### config.mk
export PLATFORM = sky130hd
export DESIGN_NAME = man_round_pipe
export DESIGN_NICKNAME = d
export VERILOG_FILES = /design/src/rtl/fpu_round_pkg.sv /design/src/rtl/man_round_decide.sv /design/src/rtl/man_round_pipe.sv
export SDC_FILE = /design/constraint.sdc
export NUM_CORES = 1
export LEC_CHECK = 0
export ABC_AREA = 1
export BUFFER_PORTS_ARGS = -buffer_cell sky130_fd_sc_hd__buf_2
export CORE_MARGIN = 3
export CORE_UTILIZATION = 40
export DETAILED_ROUTE_END_ITERATION = 12
export PLACE_DENSITY = 0.58
export SLEW_MARGIN = 20
export SYNTH_ARGS = -nofsm -noshare
export SYNTH_HDL_FRONTEND = slang
export SYNTH_HIERARCHICAL = 1
export SYNTH_SLANG_ARGS = --single-unit
export TNS_END_PERCENT = 20
### constraint.sdc
create_clock -name i_clk -period 2.4 [get_ports i_clk]
set_input_delay 0 -clock i_clk [delete_from_list [all_inputs] [get_ports i_clk]]
set_output_delay 0 -clock i_clk [all_outputs]
set_load 0.01 [all_outputs]
### src/rtl/fpu_round_pkg.sv
// Shared types for the FPU mantissa rounding pipeline: rounding-mode
// encoding and bit positions inside the {guard, round, sticky} field.
package fpu_round_pkg;

  typedef enum logic [2:0] {
    RND_RNE = 3'd0,
    RND_RTZ = 3'd1,
    RND_RDN = 3'd2,
    RND_RUP = 3'd3,
    RND_RMM = 3'd4
  } rnd_mode_e;

  localparam int GRS_G = 2;
  localparam int GRS_R = 1;
  localparam int GRS_S = 0;

  function automatic logic grs_any(input logic [2:0] grs);
    return grs[GRS_G] | grs[GRS_R] | grs[GRS_S];
  endfunction

endpackage

### src/rtl/man_round_decide.sv
// Combinational round-increment decision for one mantissa, given sign,
// mantissa LSB, {guard, round, sticky} and rounding mode.
module man_round_decide
  import fpu_round_pkg::*;
(
  input  logic       i_sign,
  input  logic       i_lsb,
  input  logic [2:0] i_grs,
  input  rnd_mode_e  i_mode,
  output logic       o_inc
);

  logic w_g;
  logic w_any;

  assign w_g   = i_grs[GRS_G];
  assign w_any = grs_any(i_grs);

  always_comb begin
    o_inc = 1'b0;
    case (i_mode)
      RND_RTZ: o_inc = 1'b0;
      RND_RDN: o_inc = i_sign & w_any;
      RND_RUP: o_inc = !i_sign & w_any;
      RND_RMM: o_inc = w_g;
      // RNE and the unused encodings: ties go to the even mantissa
      default: o_inc = w_g & (i_grs[GRS_R] | i_grs[GRS_S] | i_lsb);
    endcase
  end

endmodule

### src/rtl/man_round_pipe.sv
// Two-stage valid/ready IEEE-754 mantissa rounding unit.
// Optional macro FPU_ROUND_SAT_EN: every overflow saturates to max finite.
module man_round_pipe
  import fpu_round_pkg::*;
#(
  parameter int SIZE_MAN = 24,
  parameter int SIZE_EXP = 8
) (
  input  logic                i_clk,
  input  logic                i_rst_n,
  input  logic                i_valid,
  output logic                o_ready,
  input  logic                i_sign,
  input  logic [SIZE_EXP-1:0] i_exp,
  input  logic [SIZE_MAN-1:0] i_man,
  input  logic [2:0]          i_grs,
  input  logic [2:0]          i_rnd_mode,
  output logic                o_valid,
  input  logic                i_ready,
  output logic                o_sign,
  output logic [SIZE_EXP-1:0] o_exp,
  output logic [SIZE_MAN-1:0] o_man,
  output logic                o_ov_flow,
  output logic                o_inexact
);

  localparam logic [SIZE_EXP-1:0] EXP_ONES = {SIZE_EXP{1'b1}};
  localparam logic [SIZE_EXP-1:0] EXP_MAX  = {{(SIZE_EXP-1){1'b1}}, 1'b0};
  localparam logic [SIZE_MAN-1:0] MAN_ONES = {SIZE_MAN{1'b1}};
  localparam logic [SIZE_MAN-1:0] MAN_HID  = {1'b1, {(SIZE_MAN-1){1'b0}}};

  // Overflow goes to infinity only when the mode rounds away from zero
  // in the operand's direction; otherwise it clamps to max finite.
  function automatic logic ovf_to_inf(input rnd_mode_e mode, input logic sign);
`ifdef FPU_ROUND_SAT_EN
    ovf_to_inf = 1'b0;
    if (mode == RND_RTZ && sign) ovf_to_inf = 1'b0;
`else
    case (mode)
      RND_RTZ: ovf_to_inf = 1'b0;
      RND_RDN: ovf_to_inf = sign;
      RND_RUP: ovf_to_inf = !sign;
      default: ovf_to_inf = 1'b1;
    endcase
`endif
  endfunction

  logic                w_s2_open;
  logic                w_s2_load;
  logic                w_accept;
  logic                w_special_p0;
  logic                w_inc_raw_p0;
  logic                w_inc_p0;
  rnd_mode_e           w_mode_p0;

  logic                r_vld_p1;
  logic                r_sign_p1;
  logic [SIZE_EXP-1:0] r_exp_p1;
  logic [SIZE_MAN-1:0] r_man_p1;
  logic [2:0]          r_grs_p1;
  rnd_mode_e           r_mode_p1;
  logic                r_inc_p1;
  logic                r_special_p1;

  logic [SIZE_MAN:0]   w_sum_p1;
  logic                w_carry_p1;
  logic                w_ovf_p1;
  logic [SIZE_EXP-1:0] w_exp_inc_p1;
  logic [SIZE_EXP-1:0] w_exp_p1;
  logic [SIZE_MAN-1:0] w_man_p1;
  logic                w_inex_p1;

  logic                r_vld_p2;
  logic                r_sign_p2;
  logic [SIZE_EXP-1:0] r_exp_p2;
  logic [SIZE_MAN-1:0] r_man_p2;
  logic                r_ov_p2;
  logic                r_inex_p2;

  assign w_s2_open = !r_vld_p2 | i_ready;
  assign w_s2_load = r_vld_p1 & w_s2_open;
  assign o_ready   = !r_vld_p1 | w_s2_open;
  assign w_accept  = i_valid & o_ready;

  // ---- stage 0 -> 1: capture operand, decide increment ----
  assign w_special_p0 = (i_exp == EXP_ONES);
  assign w_mode_p0    = rnd_mode_e'(i_rnd_mode);

  man_round_decide u_decide (
    .i_sign (i_sign),
    .i_lsb  (i_man[0]),
    .i_grs  (i_grs),
    .i_mode (w_mode_p0),
    .o_inc  (w_inc_raw_p0)
  );

  assign w_inc_p0 = w_inc_raw_p0 & !w_special_p0;

  always_ff @(posedge i_clk) begin
    if (!i_rst_n) begin
      r_vld_p1 <= 1'b0;
    end else if (o_ready) begin
      r_vld_p1 <= i_valid;
    end
  end

  always_ff @(posedge i_clk) begin
    if (w_accept) begin
      r_sign_p1    <= i_sign;
      r_exp_p1     <= i_exp;
      r_man_p1     <= i_man;
      r_grs_p1     <= i_grs;
      r_mode_p1    <= w_mode_p0;
      r_inc_p1     <= w_inc_p0;
      r_special_p1 <= w_special_p0;
    end
  end

  // ---- stage 1 -> 2: increment, renormalise, resolve overflow ----
  assign w_sum_p1     = {1'b0, r_man_p1} + {{SIZE_MAN{1'b0}}, r_inc_p1};
  assign w_carry_p1   = w_sum_p1[SIZE_MAN];
  assign w_exp_inc_p1 = r_exp_p1 + SIZE_EXP'(1);
  assign w_ovf_p1     = w_carry_p1 & (r_exp_p1 == EXP_MAX);

  always_comb begin
    w_exp_p1  = r_exp_p1;
    w_man_p1  = w_sum_p1[SIZE_MAN-1:0];
    w_inex_p1 = grs_any(r_grs_p1);
    if (r_special_p1) begin
      w_man_p1  = r_man_p1;
      w_inex_p1 = 1'b0;
    end else if (w_ovf_p1) begin
      if (ovf_to_inf(r_mode_p1, r_sign_p1)) begin
        w_exp_p1 = EXP_ONES;
        w_man_p1 = MAN_HID;
      end else begin
        w_exp_p1 = EXP_MAX;
        w_man_p1 = MAN_ONES;
      end
    end else if (w_carry_p1) begin
      w_exp_p1 = w_exp_inc_p1;
      w_man_p1 = MAN_HID;
    end
  end

  always_ff @(posedge i_clk) begin
    if (!i_rst_n) begin
      r_vld_p2  <= 1'b0;
      r_sign_p2 <= 1'b0;
      r_exp_p2  <= '0;
      r_man_p2  <= '0;
      r_ov_p2   <= 1'b0;
      r_inex_p2 <= 1'b0;
    end else begin
      if (w_s2_open) r_vld_p2 <= r_vld_p1;
      if (w_s2_load) begin
        r_sign_p2 <= r_sign_p1;
        r_exp_p2  <= w_exp_p1;
        r_man_p2  <= w_man_p1;
        r_ov_p2   <= w_ovf_p1;
        r_inex_p2 <= w_inex_p1;
      end
    end
  end

  assign o_valid   = r_vld_p2;
  assign o_sign    = r_sign_p2;
  assign o_exp     = r_exp_p2;
  assign o_man     = r_man_p2;
  assign o_ov_flow = r_ov_p2;
  assign o_inexact = r_inex_p2;

endmodule

## After elaboration in Yosys (flattened, before gate mapping)

Cells that the tools add are included.
Widths: inputs -> output; s select.

- Logic and storage cells: 58
- Memories: 0
- Register bits: 78
- RAM bits: 0
- Bits in read-only memories: 0
- Latch bits: 0
- Output and inout port bits: 37

- Div/mod/pow operators: 0
- $mul: 0
- Magnitude comparators: 0
- Mux-type cells: 13
- Bitwise gates (word level): 15
- Reduce and logical (&&, ||, !) cells: 5
- $add $sub $neg: 2
- Shift operators: 0
- Equality and inequality tests: 9

Operators with widths:

| cell | number |
|---|---|
| $mux 24 | 3 |
| $add 24x1->25 | 1 |
| $mux 8 | 3 |
| $mux 23 | 1 |
| $eq 8x8->1 const B | 2 |
| $eq 3x2->1 const B | 4 |
| $add 8x1->8 const B | 1 |
| $or 1x1->1 | 8 |
| $and 1x1->1 | 7 |
| $eq 3x1->1 const B | 2 |
| $logic_not 1->1 | 5 |
| $mux 1 | 4 |
| $pmux 1 s4 | 1 |
| $eq 3x3->1 const B | 1 |
| $pmux 1 s3 | 1 |

## Depth between registers and ports, before layout

- Depth in word-level cells: 7
- Mapped depth: 13
- Gate-level depth less buffers: 12

## By module

Netlist, hierarchy kept.

Modules (own cells, without submodules):

| module | instances | sequential area each (sq um) | area each (sq um) | cells each |
|---|---|---|---|---|
| man_round_pipe | 1 | 1,971.9 | 4,075.2 | 534 |
| man_round_decide | 1 | 0.0 | 92.6 | 23 |

## Worst setup path after synthesis

Ideal clock, no wire load.

- Path type: register -> register
- Start: reg r_vld_p2, in the netlist o_valid
- End: reg r_exp_p1[0], enable pin
- Setup slack: 0.594 ns
- Required time: 2.005 ns
- Cell stages (with the launch flop): 4
- Arrival time: 1.410 ns
- Setup time: 0.395 ns
- Clock period less this slack: 1.806 ns
- Path through: dfxtp_1 nand3_1 nand2_1 inv_1

- Longest elaborated chain between the ends: 4

Ends and longest elaborated chain:

| what | RTL line | source |
|---|---|---|
| start, declared | man_round_pipe.sv:73 | `logic r_vld_p2;` |
| start signal, assigned | man_round_pipe.sv:155 | `if (w_s2_open) r_vld_p2 <= r_vld_p1;` |
| $logic_not 1->1 | man_round_pipe.sv:80 | `assign w_s2_open = !r_vld_p2 \| i_ready;` |
| $or 1x1->1 | man_round_pipe.sv:80 |  |
| $or 1x1->1 | man_round_pipe.sv:82 | `assign o_ready = !r_vld_p1 \| w_s2_open;` |
| named net o_ready | man_round_pipe.sv:12 | `output logic o_ready,` |
| $and 1x1->1 | man_round_pipe.sv:83 | `assign w_accept = i_valid & o_ready;` |
| named net w_accept | man_round_pipe.sv:50 | `logic w_accept;` |
| end signal, assigned | man_round_pipe.sv:110 | `r_exp_p1 <= i_exp;` |
| end, declared | man_round_pipe.sv:58 | `logic [SIZE_EXP-1:0] r_exp_p1;` |

The timed path passes the listed nets, and every way through them passes these cells.
A chain may end at the register's enable or synchronous reset.

## Final worst setup path

- Start: reg r_man_p1[0]
- End: reg r_man_p2[3], in the netlist o_man[3]

- Longest elaborated chain between the ends: 4
- Elaborated cells on any way between the ends: 5
- Those cells by class: add/sub: 1; mux: 3; bitwise: 1

Ends and longest elaborated chain:

| what | RTL line | source |
|---|---|---|
| start, declared | man_round_pipe.sv:59 | `logic [SIZE_MAN-1:0] r_man_p1;` |
| start signal, assigned | man_round_pipe.sv:111 | `r_man_p1 <= i_man;` |
| $add 24x1->25 * | man_round_pipe.sv:120 | `assign w_sum_p1 = {1'b0, r_man_p1} + {{SIZE_MAN{1'b0}}, r_inc_p1};` |
| $mux 24 or $and 1x1->1 (tied branches) | man_round_pipe.sv:140, man_round_pipe.sv:123 |  |
| $mux 24 * | man_round_pipe.sv:132 | `end else if (w_ovf_p1) begin` |
| $mux 24 * | man_round_pipe.sv:129 | `if (r_special_p1) begin` |
| end signal, assigned | man_round_pipe.sv:159 | `r_man_p2 <= w_man_p1;` |
| end, declared | man_round_pipe.sv:76 | `logic [SIZE_MAN-1:0] r_man_p2;` |

Mark *: on every way between the ends. The rest lies on a longest branch, timed or not.

==> metrics.csv <==
stage;metric;value;unit
logic_synthesis;synth_area;0.004168;mm^2
logic_synthesis;synth.area.top_cells;edfxtp_1, dfxtp_1, nand2_1;
critical_path;required;2.65;ns
grt;grt_usage;21.50;%
logic_synthesis;ys_ff_latch;78;
finish;diodes;0;
timing;finalCritPeriodShare;85.02;%
finish;finalNonFillerCells;818;
clocking;htree_levels;3;
timing;fin_crit;2.041;ns
timing;finalWorstSetupSlack;0.3594;ns
routing;vias;4014;
floorplanning;ios;80;
floorplanning;rows;36;
floorplanning;die_area;0.01168;mm^2
floorplanning;coreArea;0.009955;mm^2
clocking;cts_setup_buffers;0;
timing;fin_tns_setup;0;ns
logic_synthesis;synthesis.nets;604;
logic_synthesis;async_flop_share;0;%
grt;overflow;0;
power_and_ir_drop;p_total;2.831;mW
critical_path;worstSetupPathType;reg2reg;
floorplanning;initial_core_util;41.87;%
grt;grt_pass1_wl;19.44;mm
critical_path;cp_slowest_cell;edfxtp_1;
min_path;hold_path.class;in2reg;
logic_synthesis;yosysUniqueCellTypes;31;
grt;grt_pass1_vias;3889;
job;drv_cap;0;
routing;totalWireLength;11.68;mm
finish;utilization;53.27;%
place;hpwlAfterDp;8.279;mm
floorplanning;die_x;108.1;um
logic_synthesis;synth.top_cell.area_share;29.54;%
clocking;cts-buffers-inserted;9;
floorplanning;chipHeight;108.1;um
finish;drive_gt1_share;17.66;%
place;dpl.cell_count;759;
critical_path;critPathLaunchType;flop;
critical_path;crit_buf_inv;3;
logic_synthesis;synth-edff-count;41;
critical_path;cp_max_fo;15;
power_and_ir_drop;power.density;533.9;mW/mm^2
clocking;cts.sink_count;78;
place;place_area;0.004720;mm^2
finish;area_growth;27.23;%
clocking;postCtsResizedCells;0;
timing;slew_headroom;56.18;%
finish;fin_area;0.005303;mm^2
power_and_ir_drop;ir_worst_vdd;0.0002607;V
logic_synthesis;yosysTopAreaCell;edfxtp_1;
routing;drcViolationCount;0;
timing;worst_slew_pin_slew;0.6522;ns
power_and_ir_drop;leakagePower;2.463;nW
logic_synthesis;yosys_warnings;6;
critical_path;path_cells;ha_1, nand2_2, nor2_4, nand2_2, inv_2, nand2_2, inv_1, o21ai_0, nand2_1, nand3_1, nand2_1, inv_1;
clocking;clk_latency;0.35;ns
place;place.gp.congestion;0.9144;
timing;timing.hold.ws;0.3468;ns
logic_synthesis;synth.avg_cell_area;7.482;um^2
logic_synthesis;seq_area_frac_synth;47.31;%
place;port_buffers;79;
critical_path;cp-end-kind;flop;
routing;dr.pass1.iters;5;
timing;hold_violations;0;
timing;finalMaxSlewViolations;0;
clocking;root_buffer;clkbuf_8;
timing;skew;0.007755;ns
timing;max_freq;0.4901;GHz
grt;grt_max_degree;42;
finish;finalNetCount;727;
critical_path;path_delay_family;simple AND/OR/NAND/NOR gates;
routing;routedWlPerCell;14.28;um
logic_synthesis;synth_common_cells;nand2_1, nor2_1, nand3_1, inv_1, edfxtp_1;
routing;postRouteAntennaNets;0;
logic_synthesis;syn_inst;557;
clocking;clk_path_buf_depth;2;
routing;viasPerCell;4.907;
routing;drt-initial-drc-count;306;
critical_path;crit_arrival;2.29;ns
logic_synthesis;yosysMostFrequentCell;nand2_1;
timing;setup_viol;0;
clocking;cts_tree;yes;
critical_path;crit_path_frequent_cell;nand2_2;
logic_synthesis;synth_flop_cell;edfxtp_1;
run_status;status;finished clean;
clocking;clk_pin_slew;0.08;ns
timing;grt_setup_unrepaired;no;
place;pre_cts_ws;0.3905;ns
grt;antenna_found_initial;0;
critical_path;max_stage_delay;0.39;ns
what timing repair did:
item | in CTS | in global routing
endpoints found under the setup margin | 0 | 0
hold buffers | 43 | 0
hold endpoints to repair | 44 | 0
cells by family (layout without fill, tap and decap cells):
kind of cell / after synthesis / after routing / share of synthesized area (%)
buffers and inverters: 74 / 202 / 7.025
adders and majority gates: 4 / 4 / 1.201
AOI/OAI and AO/OA: 63 / 63 / 7.745
xor gates and xnor gates: 12 / 12 / 2.522
and+or+nand+nor: 326 / 326 / 34.19
DFF: 78 / 78 / 47.31
power breakdown:
group / switching [mW] / total [mW] / internal [mW]
clock network: 0.457 / 0.832 / 0.375
registers: 0.0647 / 1.56 / 1.49
logic: 0.250 / 0.443 / 0.193
layout make-up:
cell class	count	area [um^2]
Fill cell	985	4652
Sequential cell	78	1972
Multi-Input combinational cell	405	1903
Timing Repair Buffer	130	898.4
Inverter	56	210.2
Tap cell	133	166.4
Clock buffer	14	142.6
Clock inverter	2	10.01
routing by layer:
| metal | wire [um] | up-vias | track usage (%) |
|---|---|---|---|
| met3 | 697 | 13 | 3.045 |
| met4 | 177 | 0 | 7.665 |
| met1 | 5734 | 1821 | 31.39 |
| li1 | - | 2048 | - |
| met5 | 0 | - | 0 |
| met2 | 5069 | 132 | 32.55 |
sequential cells by signal (all words and copies together) (netlist names), 3 cells and up:
register and cells:
o_exp 8, o_man 24, r_exp_p1 8, r_grs_p1 3, r_man_p1 24, r_mode_p1 3
cell usage in the layout (no fill, tap or decap), drive strengths merged:
master       netlist  final
o21ai             21     21
xnor2              4      4
nor4               1      1
xor2               8      8
o31ai              1      1
nand2            177    177
nor3               4      4
a21oi             39     39
nand3b             1      1
buf                4     87
clkbuf            14     14
nand4             10     10
dlygate4sd3        0     43
or2                1      1
edfxtp            41     41
nand3             54     54
inv               55     55
o21bai             2      2
ha                 4      4
clkinv             1      3
nor2              78     78
dfxtp             37     37
final timing paths:
path,from,endpoint,slack [ns],cells after the start
worst max-delay path,r_man_p1[0],o_man[3],0.36,12
worst min-delay path,i_man[15],r_man_p1[15],0.35,2
worst max register to register,r_man_p1[0],o_man[3],0.36,12
worst min register to register,o_man[15],o_man[15],0.46,2
worst register-to-register path, stage by stage, from the launching register on:
cell,delay (ns)
edfxtp_1,0.39
ha_1,0.17
nand2_2,0.10
nor2_4,0.17
nand2_2,0.11
inv_2,0.13
nand2_2,0.23
inv_1,0.27
o21ai_0,0.11
nand2_1,0.08
nand3_1,0.07
nand2_1,0.08
inv_1,0.03
Power figures use the tool's default switching activity.
